**config.mk**
```make
export PLATFORM = sky130hd
export DESIGN_NAME = rr_mux_4x1_4bit
export DESIGN_NICKNAME = d
export VERILOG_FILES = /design/src/rtl/rr_mux_4x1_4bit.sv
export SDC_FILE = /design/constraint.sdc
export NUM_CORES = 1
export LEC_CHECK = 0
export BUFFER_PORTS_ARGS = -buffer_cell sky130_fd_sc_hd__buf_2
export CAP_MARGIN = 25
export CORE_ASPECT_RATIO = 0.75
export CORE_MARGIN = 5
export CORE_UTILIZATION = 40
export DETAILED_ROUTE_END_ITERATION = 8
export GPL_TIMING_DRIVEN = 0
export PLACE_DENSITY = 0.65
export SYNTH_ARGS = -nofsm -noshare
export SYNTH_HDL_FRONTEND = slang
export SYNTH_SLANG_ARGS = --single-unit
```
**constraint.sdc**
```tcl
create_clock -name clk -period 3.75 [get_ports clk]
set_clock_uncertainty 0.2 [all_clocks]
set_input_delay 0.375 -clock clk [delete_from_list [all_inputs] [get_ports clk]]
set_output_delay 0.375 -clock clk [all_outputs]
set_load 0.05 [all_outputs]
```
**src/rtl/rr_mux_4x1_4bit.sv**
```systemverilog
// Four-source round-robin gathering mux with a single registered output slot.
// Build option: define FIXED_PRIORITY_EN to make source a always win (scan order 0,1,2,3).
module rr_mux_4x1_4bit #(
  parameter int WIDTH = 4,
  parameter int N_SRC = 4
) (
  input  logic             clk,
  input  logic             rst_n,
  input  logic [WIDTH-1:0] a,
  input  logic [WIDTH-1:0] b,
  input  logic [WIDTH-1:0] c,
  input  logic [WIDTH-1:0] d,
  input  logic [N_SRC-1:0] in_valid,
  output logic [N_SRC-1:0] in_ready,
  output logic [WIDTH-1:0] out,
  output logic [1:0]       out_sel,
  output logic             out_valid,
  input  logic             out_ready
);

  // Handshake: a word moves on any channel only in a cycle where valid & ready are
  // both high at the rising edge; ready never depends on the same channel's data.
  logic [WIDTH-1:0] out_q, out_d;
  logic [1:0]       sel_q, sel_d;
  logic             valid_q, valid_d;
  logic [1:0]       ptr_q, ptr_d;

  logic             load_ok;
  logic [N_SRC-1:0] gnt_oh;
  logic [1:0]       gnt_idx;
  logic [1:0]       idx;
  logic             found;
  logic [WIDTH-1:0] gnt_data;

  // Slot is free, or its current word leaves this same edge.
  assign load_ok = ~valid_q | out_ready;

  always_comb begin
    gnt_oh  = '0;
    gnt_idx = '0;
    found   = 1'b0;
    idx     = '0;
    for (int k = 0; k < N_SRC; k++) begin
`ifdef FIXED_PRIORITY_EN
      idx = 2'(k);
`else
      idx = ptr_q + 2'(k + 1);
`endif
      if (!found && in_valid[idx]) begin
        found       = 1'b1;
        gnt_idx     = idx;
        gnt_oh[idx] = 1'b1;
      end
    end
  end

  assign in_ready = (rst_n && load_ok) ? gnt_oh : '0;

  always_comb begin
    gnt_data = '0;
    case (gnt_idx)
      2'd0:    gnt_data = a;
      2'd1:    gnt_data = b;
      2'd2:    gnt_data = c;
      default: gnt_data = d;
    endcase
  end

  always_comb begin
    out_d   = out_q;
    sel_d   = sel_q;
    valid_d = valid_q;
    ptr_d   = ptr_q;
    if (|in_ready) begin
      out_d   = gnt_data;
      sel_d   = gnt_idx;
      valid_d = 1'b1;
      ptr_d   = gnt_idx;
    end else if (out_ready) begin
      valid_d = 1'b0;
    end
  end

  always_ff @(posedge clk) begin
    if (!rst_n) begin
      out_q   <= '0;
      sel_q   <= '0;
      valid_q <= 1'b0;
      ptr_q   <= 2'd3;
    end else begin
      out_q   <= out_d;
      sel_q   <= sel_d;
      valid_q <= valid_d;
      ptr_q   <= ptr_d;
    end
  end

  assign out       = out_q;
  assign out_sel   = sel_q;
  assign out_valid = valid_q;

endmodule

```
==> flow_summary_export.csv, run 1 <==
group,metric,value,unit
clock_tree,postCtsHoldBufs,0,
place,port_buffers,32,
route,remaining_drc_errors,0,
sta,finalHoldViolations,0,
floorplan,fp.coreArea,2580,µm²
critical_path,criticalPathCategory,"reg -> out",
sta,tns,0,ns
power,leakage_dissipation,0.620,nW
route,antenna_left,0,
sta,timing.final.crit_period,3.48,ns
synth,synth.cells.most_frequent,"20 x mux2i_1, 9 x a21oi_1, 9 x dfxtp_1, 9 x nor2b_1, 8 x ha_1",
grt,grt_overflow_total,0,
floorplan,die_w,69.9,µm
final_layout,finish.cell_count_without_fillers,189,
synth,postSynthRegisterBits,9,
grt,antenna_found_initial,0,
place,global_placer_s_final_weighted_congestion,0.815,
clock_tree,number_of_buffers_inserted_during_clock_tree_synthesis,3,
clock_tree,ctsLongestPathBuffers,2,
final_layout,synthToLayoutAreaGrowth,21.3,%
sta,timing.max_slew.rel_slack,56.5,%
grt,grt_pass1_vias,1024,
floorplan,rows,16,
critical_path,cp_data_required_time,3.17,ns
synth,seq_total_area_yosys,16.8,%
place,placed_cells,186,
place,post-dp-hpwl,1990,µm
power,vdd_ir_drop_max,247,µV
critical_path,worstPathArrival,2.90,ns
grt,grt_max_degree,13,
synth,yosysWarningCount,0,
clock_tree,worstSkewPairLatency,0.25,ns
synth,synth_area,1070,µm²
grt,grtUsageTotal,13.8,%
synth,count_of_flip_flops_with_a_built_in_enable_after_synthesis,0,
floorplan,fp.dieArea,3830,µm²
synth,synthMostInstantiatedCell,"mux2i_1",
clock_tree,clock_tree.root_cell,"clkbuf_4",
clock_tree,cts.sink_count,9,
synth,synthesis.nets,149,
route,routed_wl,2580,µm
final_layout,finalNetCount,185,
final_layout,layout-drive-gt1-share,34.0,%
sta,maxSlewViolCount,0,
floorplan,initial_core_util,41.6,%
synth,synth_ff_type,"dfxtp_1",
critical_path,cp-start-kind,"flip-flop",
synth,avgSynthCellArea,9.11,µm²
route,avgViaCountPerCell,5.41,
run_status,status,"finished, final reports clean",
sta,timing.final.setup_violations,0,
floorplan,chipHeight,54.9,µm
sta,fmaxAchievable,0.288,GHz
clock_tree,ctsHtreeMaxLevel,1,
grt,first_pass_grt_wire_length,4350,µm
route,vias,1022,
sta,layout_worst_path_cycle_share,92.7,%
clock_tree,tritoncts,"done",
synth,async_flop_share,0,%
synth,yosys.area.top_type,"mux2i_1",
min_path,hold_path_class,"reg -> reg",
job,max_cap_viol_count,0,
synth,synth_area_leaders,"mux2i_1 19%, dfxtp_1 17%, ha_1 9.3%",
route,detail_route.iter0.violations,25,
floorplan,ioPinCount,34,
critical_path,setup.worst_path.end_class,"primary output",
sta,setup_repair_after_global_routing_missed_its_margin,"false",
final_layout,antenna_cells_inserted,0,
power,power_density,715,nW/µm²
synth,yosys.area.top_type_share,18.6,%
synth,netlist_instances,118,
route,detail_route.wl_per_cell,13.6,µm
route,detail_route.first_pass.iterations,4,
clock_tree,clk_pin_slew,0.06,ns
critical_path,critPathMaxFanout,10,
sta,timing_worst_slew_pin_value,0.650,ns
synth,cell_variety_after_synth,43,
-- power breakdown --
| group | switching, mW | internal (mW) | total [mW] |
|---|---|---|---|
| Clock | 0.0337 | 0.0410 | 0.0747 |
| Sequential | 0.0324 | 0.128 | 0.161 |
| Combinational | 0.413 | 0.284 | 0.697 |
-- state kept, by name, indices dropped and copies added (netlist names) --
signal / cells
out: 4
ptr_q: 2
out_valid: 1
out_sel: 2
-- worst max-delay path: stages, from the launching register on --
cell and delay, ns:
dfxtp_2 0.41, buf_4 0.20, inv_1 0.13, ha_1 0.46, mux4_1 0.62, nor2b_1 0.19, a22oi_1 0.16, nor2_1 0.06
a21oi_1 0.11, a21oi_1 0.07, buf_2 0.21
-- through the flow --
step | power [mW] | hold WS, ns | util [%] | setup WS (ns) | cell area, µm²
3_3_place_gp | 0.831 | 0.295 | 49.6 | 0.358 | 1280
3_5_place_dp | 0.857 | 0.303 | 49.6 | 0.311 | 1280
2_1_floorplan | 0.721 | 0.420 | - | 0.203 | 1070
5_1_grt | 1.00 | 0.363 | 50.5 | 0.00460 | 1300
4_1_cts | 0.935 | 0.321 | 50.6 | 0.0135 | 1310
6_report | 0.932 | 0.316 | 50.5 | 0.274 | 1300
-- per-layer routing --
| metal | GRT usage [%] | part of all wire (%) |
|---|---|---|
| met2 | 25.9 | 51 |
| met5 | 0 | 0 |
| met4 | 4.46 | 0 |
| met1 | 17.3 | 45 |
| met3 | 1.26 | 4.1 |
-- path summary, 6_finish.rpt --
check / start / end / slack [ns] / depth (start not counted)
setup / recovery: ptr_q[0] / in_ready[2] / 0.27 / 10
hold / removal: out[0] / out[0] / 0.32 / 2
setup reg to reg: ptr_q[0] / out_sel[0] / 0.79 / 10
hold reg to reg: out[0] / out[0] / 0.32 / 2
-- logic make-up (layout without fill, tap and decap cells) --
kind of cell    count (synthesis)  after routing  synth area share, %
simple gates                   35             35                 20.3
compound gates                 31             31                 20.1
buf+inv                        12             47                 7.92
flops                           9              9                 16.8
fa+ha+maj                       8              8                 9.31
mux                            23             23                 25.6
-- cell usage in the layout, fill, tap and decap left out, types with 3 or more instances in the layout --
cell / count
a21oi_1: 9
inv_1: 4
mux2i_1: 20
nand2_1: 7
buf_2: 33
clkbuf_4: 3
a22oi_1: 4
dfxtp_1: 8
ha_1: 8
nor2b_1: 9
buf_6: 4
-- area by class of cell --
cell class	count	area [µm²]
inverter	4	15.0
clock buffer	4	26.3
tap	36	45.0
fill	256	1280
sequential	9	181
timing repair buffer	32	160
buffer	7	66.3
multi-input combinational	97	810
-- timing repair --
action / CTS / global route
endpoints found under the setup margin: 0 / 4
buffers inserted: 0 / 0
hold endpoints to repair: 0 / 0
gates resized for setup: 0 / 1
No activity file was read; power rests on OpenSTA's default activity.
==> inputs of run 2 (changes only) <==
--- a/config.mk
+++ b/config.mk
@@ -12,7 +12,7 @@
 export CORE_UTILIZATION = 40
 export DETAILED_ROUTE_END_ITERATION = 8
 export GPL_TIMING_DRIVEN = 0
-export PLACE_DENSITY = 0.65
+export PLACE_DENSITY = 0.68
 export SYNTH_ARGS = -nofsm -noshare
 export SYNTH_HDL_FRONTEND = slang
 export SYNTH_SLANG_ARGS = --single-unit
==> constraint.sdc (replaced) <==
create_clock -name clk -period 3.1 [get_ports clk]
set_clock_uncertainty 0.2 [all_clocks]
set_input_delay 0.31 -clock clk [delete_from_list [all_inputs] [get_ports clk]]
set_output_delay 0.31 -clock clk [all_outputs]
set_load 0.05 [all_outputs]
==> flow_summary_export.csv, run 2 (same netlist as run 1, synthesis figures left out) <==
group,metric,value,unit
run_status,status,"finished, final reports clean",
min_path,hold_path_class,"in -> reg",
grt,grt_pass1_vias,978,
grt,first_pass_grt_wire_length,4110,µm
route,detail_route.first_pass.iterations,4,
critical_path,critical-path-top-cell-by-count,"a21oi_2",
floorplan,die_w,69.9,µm
critical_path,critPathMaxFanout,8,
final_layout,largest_reg_flops,4,
final_layout,final-seq-area,188,µm²
critical_path,worst_path_max_delay_cell,"mux4_1",
clock_tree,clock_tree.root_cell,"clkbuf_4",
route,detail_route.wl_per_cell,13.3,µm
power,vdd_ir_drop_max,486,µV
route,routed_wl,2600,µm
clock_tree,ctsLongestPathBuffers,2,
grt,grt_overflow_total,0,
power,leakage_dissipation,0.636,nW
final_layout,multiInputGateArea,837,µm²
route,antenna_left,0,
place,global_placer_s_final_weighted_congestion,0.821,
final_layout,final_common_cell,"buf_2",
floorplan,initial_core_util,41.6,%
route,vias,1047,
critical_path,worstPathArrival,2.46,ns
sta,tns,0,ns
clock_tree,postCtsHoldBufs,0,
power,design_power_total,1.21,mW
floorplan,rows,16,
clock_tree,tritoncts,"done",
job,max_cap_viol_count,0,
floorplan,fp.dieArea,3830,µm²
clock_tree,ctsHtreeMaxLevel,1,
sta,timing.final.crit_period,2.97,ns
sta,finalHoldViolations,0,
route,remaining_drc_errors,0,
route,avgViaCountPerCell,5.37,
final_layout,synthToLayoutAreaGrowth,29.7,%
power,power_density,868,nW/µm²
floorplan,fp.coreArea,2580,µm²
final_layout,finalNetCount,191,
route,detail_route.iter0.violations,55,
final_layout,antenna_cells_inserted,0,
sta,fmaxAchievable,0.337,GHz
place,port_buffers,32,
sta,maxSlewViolCount,0,
grt,antenna_found_initial,0,
critical_path,criticalPathCategory,"reg -> out",
floorplan,chipHeight,54.9,µm
sta,timing.final.setup_violations,0,
final_layout,layout-drive-gt1-share,42.1,%
grt,grtUsageTotal,13.2,%
sta,timing.max_slew.rel_slack,57.0,%
final_layout,fillCellCount,229,
critical_path,cp_data_required_time,2.59,ns
critical_path,timing.critical_path.cells,"clkinvlp_4 > ha_4 > mux4_1 > nor2b_1 > a22oi_1 > nor2_1 > a21oi_2 > a21oi_2 > buf_4",
critical_path,setup.worst_path.end_class,"primary output",
final_layout,layout_common_cells,"32 x buf_2, 20 x mux2i_1, 9 x nor2b_1, 8 x buf_4",
sta,timing_worst_slew_pin_value,0.642,ns
clock_tree,number_of_buffers_inserted_during_clock_tree_synthesis,3,
sta,layout_worst_path_cycle_share,95.8,%
clock_tree,worstSkewPairLatency,0.27,ns
floorplan,ioPinCount,34,
grt,grt_max_degree,16,
place,post-dp-hpwl,1960,µm
critical_path,cp-start-kind,"flip-flop",
clock_tree,cts.sink_count,9,
clock_tree,clk_pin_slew,0.07,ns
critical_path,critPathMaxStageDelay,0.57,ns
## run 2: where the power goes
group | switching, mW | internal (mW)
sequential | 0.0288 | 0.159
clock | 0.0482 | 0.0478
combinational | 0.531 | 0.394
## run 2: per-layer routing
layer | track usage (%) | up-vias | wire [µm]
met5 | 0 | - | 0
met4 | 5.10 | 0 | 34
met3 | 2.89 | 5 | 112
met2 | 24.1 | 18 | 1320
met1 | 15.5 | 500 | 1130
li1 | - | 524 | -
## run 2: worst paths after layout
check | startpoint | end | slack (ns) | cells after the start
hold / removal | out_ready | out_valid | 0.29 | 3
hold reg to reg | out[3] | out[3] | 0.32 | 2
setup reg to reg | ptr_q[0] | ptr_q[1] | 0.43 | 10
setup / recovery | ptr_q[1] | in_ready[2] | 0.13 | 9
## run 2: critical path, delay by kind of cell (launching register included)
kind	cells	cell delay, ns
AOI/OAI and AO/OA	3	0.35
adders and majority gates	1	0.32
buffers and inverters	2	0.30
DFF	1	0.39
muxes	1	0.57
and+or+nand+nor	2	0.26
## run 2: stage by stage
step / instance area, µm² / setup slack [ns] / utilization [%] / hold slack, ns / cells
floorplan: 1090 / -0.0238 / - / 0.420 / 118
global placement: 1290 / -0.268 / 50.0 / 0.295 / 186
detailed placement: 1290 / -0.293 / 50.0 / 0.308 / 186
CTS: 1360 / 0.0433 / 52.5 / 0.293 / 191
global route: 1390 / -0.0177 / 54.0 / 0.300 / 195
finish: 1390 / 0.129 / 54.0 / 0.293 / 195
## run 2: repair_timing
action / CTS / global route
resized for setup: 8 / 2
buffers inserted: 3 / 4
setup endpoints to repair: 13 / 1
## run 2: final cells by class
| type | count | area share (%) |
|---|---|---|
| buffer | 6 | 4.22 |
| clock buffer | 3 | 1.62 |
| clock inverter | 1 | 0.359 |
| inverter | 4 | 1.62 |
| multi-input combinational | 97 | 60.1 |
| sequential | 9 | 13.5 |
| tap | 36 | 3.23 |
| timing repair buffer | 39 | 15.4 |
==> inputs of run 3 (changes only) <==
--- a/config.mk
+++ b/config.mk
@@ -9,10 +9,10 @@
 export CAP_MARGIN = 25
 export CORE_ASPECT_RATIO = 0.75
 export CORE_MARGIN = 5
-export CORE_UTILIZATION = 40
+export CORE_UTILIZATION = 46
 export DETAILED_ROUTE_END_ITERATION = 8
 export GPL_TIMING_DRIVEN = 0
-export PLACE_DENSITY = 0.68
+export PLACE_DENSITY = 0.76
 export SYNTH_ARGS = -nofsm -noshare
 export SYNTH_HDL_FRONTEND = slang
 export SYNTH_SLANG_ARGS = --single-unit
==> flow_summary_export.csv, run 3 (same netlist as run 1, synthesis figures left out) <==
group,metric,value,unit
clock_tree,number_of_buffers_inserted_during_clock_tree_synthesis,3,
sta,timing.final.crit_period,3.01,ns
place,port_buffers,32,
floorplan,fp.dieArea,3410,µm²
job,max_cap_viol_count,0,
final_layout,antenna_cells_inserted,0,
critical_path,criticalPathCategory,"reg -> out",
critical_path,wp_buf_inv,2,
final_layout,multiInputGateArea,833,µm²
critical_path,worst_path_max_delay_cell,"mux4_1",
sta,timing_worst_slew_pin_value,0.626,ns
sta,finalHoldViolations,0,
clock_tree,clock_tree.root_cell,"clkbuf_4",
clock_tree,ctsLongestPathBuffers,2,
power,leakage_dissipation,0.624,nW
power,power_density,865,nW/µm²
grt,first_pass_grt_wire_length,3930,µm
critical_path,critPathMaxStageDelay,0.58,ns
grt,antenna_found_initial,0,
critical_path,worstPathArrival,2.50,ns
place,global_placer_s_final_weighted_congestion,0.804,
sta,timing.max_slew.rel_slack,58.1,%
grt,grtUsageTotal,14.8,%
route,detail_route.wl_per_cell,13.2,µm
floorplan,chipHeight,51.9,µm
route,routed_wl,2520,µm
final_layout,finalNetCount,188,
clock_tree,ctsHtreeMaxLevel,1,
power,internal_power,585,µW
final_layout,layout-drive-gt1-share,39.7,%
place,placed_cells,184,
critical_path,cp_data_required_time,2.59,ns
final_layout,final-seq-area,188,µm²
power,clkPwrFrac,7.9,%
sta,timing.final.setup_violations,0,
final_layout,finish.cell_count_without_fillers,190,
critical_path,cp_top_family,"multiplexers",
floorplan,fp.coreArea,2270,µm²
route,remaining_drc_errors,0,
clock_tree,postCtsHoldBufs,0,
clock_tree,tritoncts,"done",
power,pwr-share-comb,76.9,%
min_path,hold_path_class,"in -> reg",
sta,setup_repair_after_global_routing_missed_its_margin,"false",
critical_path,setup.worst_path.end_class,"primary output",
sta,fmaxAchievable,0.332,GHz
grt,grt_pass1_vias,950,
clock_tree,clk_pin_slew,0.06,ns
route,detail_route.first_pass.iterations,4,
final_layout,fillCellCount,188,
sta,tns,0,ns
grt,grt_max_degree,16,
sta,layout_worst_path_cycle_share,97.1,%
route,vias,1044,
floorplan,ioPinCount,34,
floorplan,die_w,65.8,µm
run_status,status,"finished, final reports clean",
power,vdd_ir_drop_max,505,µV
critical_path,timing.critical_path.cells,"clkinvlp_4 > ha_4 > mux4_1 > nor2b_1 > a22oi_1 > nor2_1 > a21oi_1 > a21oi_2 > clkbuf_4",
route,wl_met2,1250,µm
place,dpl-instance-area,1290,µm²
critical_path,cp-start-kind,"flip-flop",
route,route.top_layer_used,"met4",
final_layout,largest_reg_flops,4,
route,detail_route.iter0.violations,45,
power,switchingPower,591,µW
final_layout,layout_common_cells,"32 x buf_2, 20 x mux2i_1, 9 x nor2b_1",
floorplan,rows,15,
final_layout,synthToLayoutAreaGrowth,26.5,%
route,wl_met3,129,µm
floorplan,initial_core_util,47.3,%
final_layout,final_common_cell,"buf_2",
route,met1Wirelength,1110,µm
power,seq_power_share,15.3,%
clock_tree,cts.sink_count,9,
critical_path,r2r_setup_slack,0.45,ns
clock_tree,worstSkewPairLatency,0.26,ns
power,design_power_total,1.18,mW
power,sw_frac_of_total,50.2,%
grt,grt_overflow_total,0,
place,post-dp-hpwl,1920,µm
final_layout,finalInstanceArea,1360,µm²
sta,maxSlewViolCount,0,
route,antenna_left,0,
route,avgViaCountPerCell,5.49,
critical_path,critPathMaxFanout,8,
==> run 3: worst paths after layout <==
| kind | startpoint | endpoint | depth (start not counted) |
|---|---|---|---|
| worst min-delay path | out_ready | out_valid | 3 |
| worst min register to register | out_sel[0] | out_sel[0] | 2 |
| worst max register to register | ptr_q[0] | ptr_q[1] | 10 |
| worst max-delay path | ptr_q[0] | in_ready[2] | 9 |
==> run 3: layout make-up <==
cell class | count | share of cell area, %
well taps | 34 | 3.13
multi-input cells | 97 | 61.3
flip-flops and latches | 9 | 13.8
clock buffers | 4 | 1.93
plain buffers | 6 | 4.32
inverters | 4 | 1.38
repair buffers | 36 | 14.2
==> run 3: power by group through the flow <==
stage / clock network [mW] / logic (mW) / registers [mW]
after floorplan: 0 / 0.599 / 0.284
after global placement: 0 / 0.817 / 0.192
after detailed placement: 0 / 0.839 / 0.194
after CTS: 0.0952 / 0.882 / 0.190
after global routing: 0.101 / 0.966 / 0.185
final: 0.0926 / 0.904 / 0.180
==> run 3: tightest hold or removal path: cells and delay by family <==
family	cells	cell delay (ns)
compound gates	1	0.11
simple gates	1	0.21
buf+inv	1	0.09
==> run 3: routing by layer <==
metal  GRT usage, %  vias to the layer above
met4           4.14                        0
met1           17.0                      479
met2           27.0                       36
met3           3.67                        5
met5              0                        -
li1               -                      524
==> run 3: repair_timing <==
action,CTS,global route
gates resized for setup,7,2
endpoints found under the setup margin,13,1
setup buffers,3,1
==> run 3: stage by stage <==
| step | utilization, % | hold slack [ns] | setup WS, ns |
|---|---|---|---|
| 3_5_place_dp | 56.7 | 0.300 | -0.314 |
| 2_1_floorplan | - | 0.420 | -0.0238 |
| 3_3_place_gp | 56.7 | 0.296 | -0.244 |
| 4_1_cts | 59.4 | 0.274 | 0.0209 |
| 5_1_grt | 59.9 | 0.298 | 0.00737 |
| 6_report | 59.9 | 0.279 | 0.0908 |
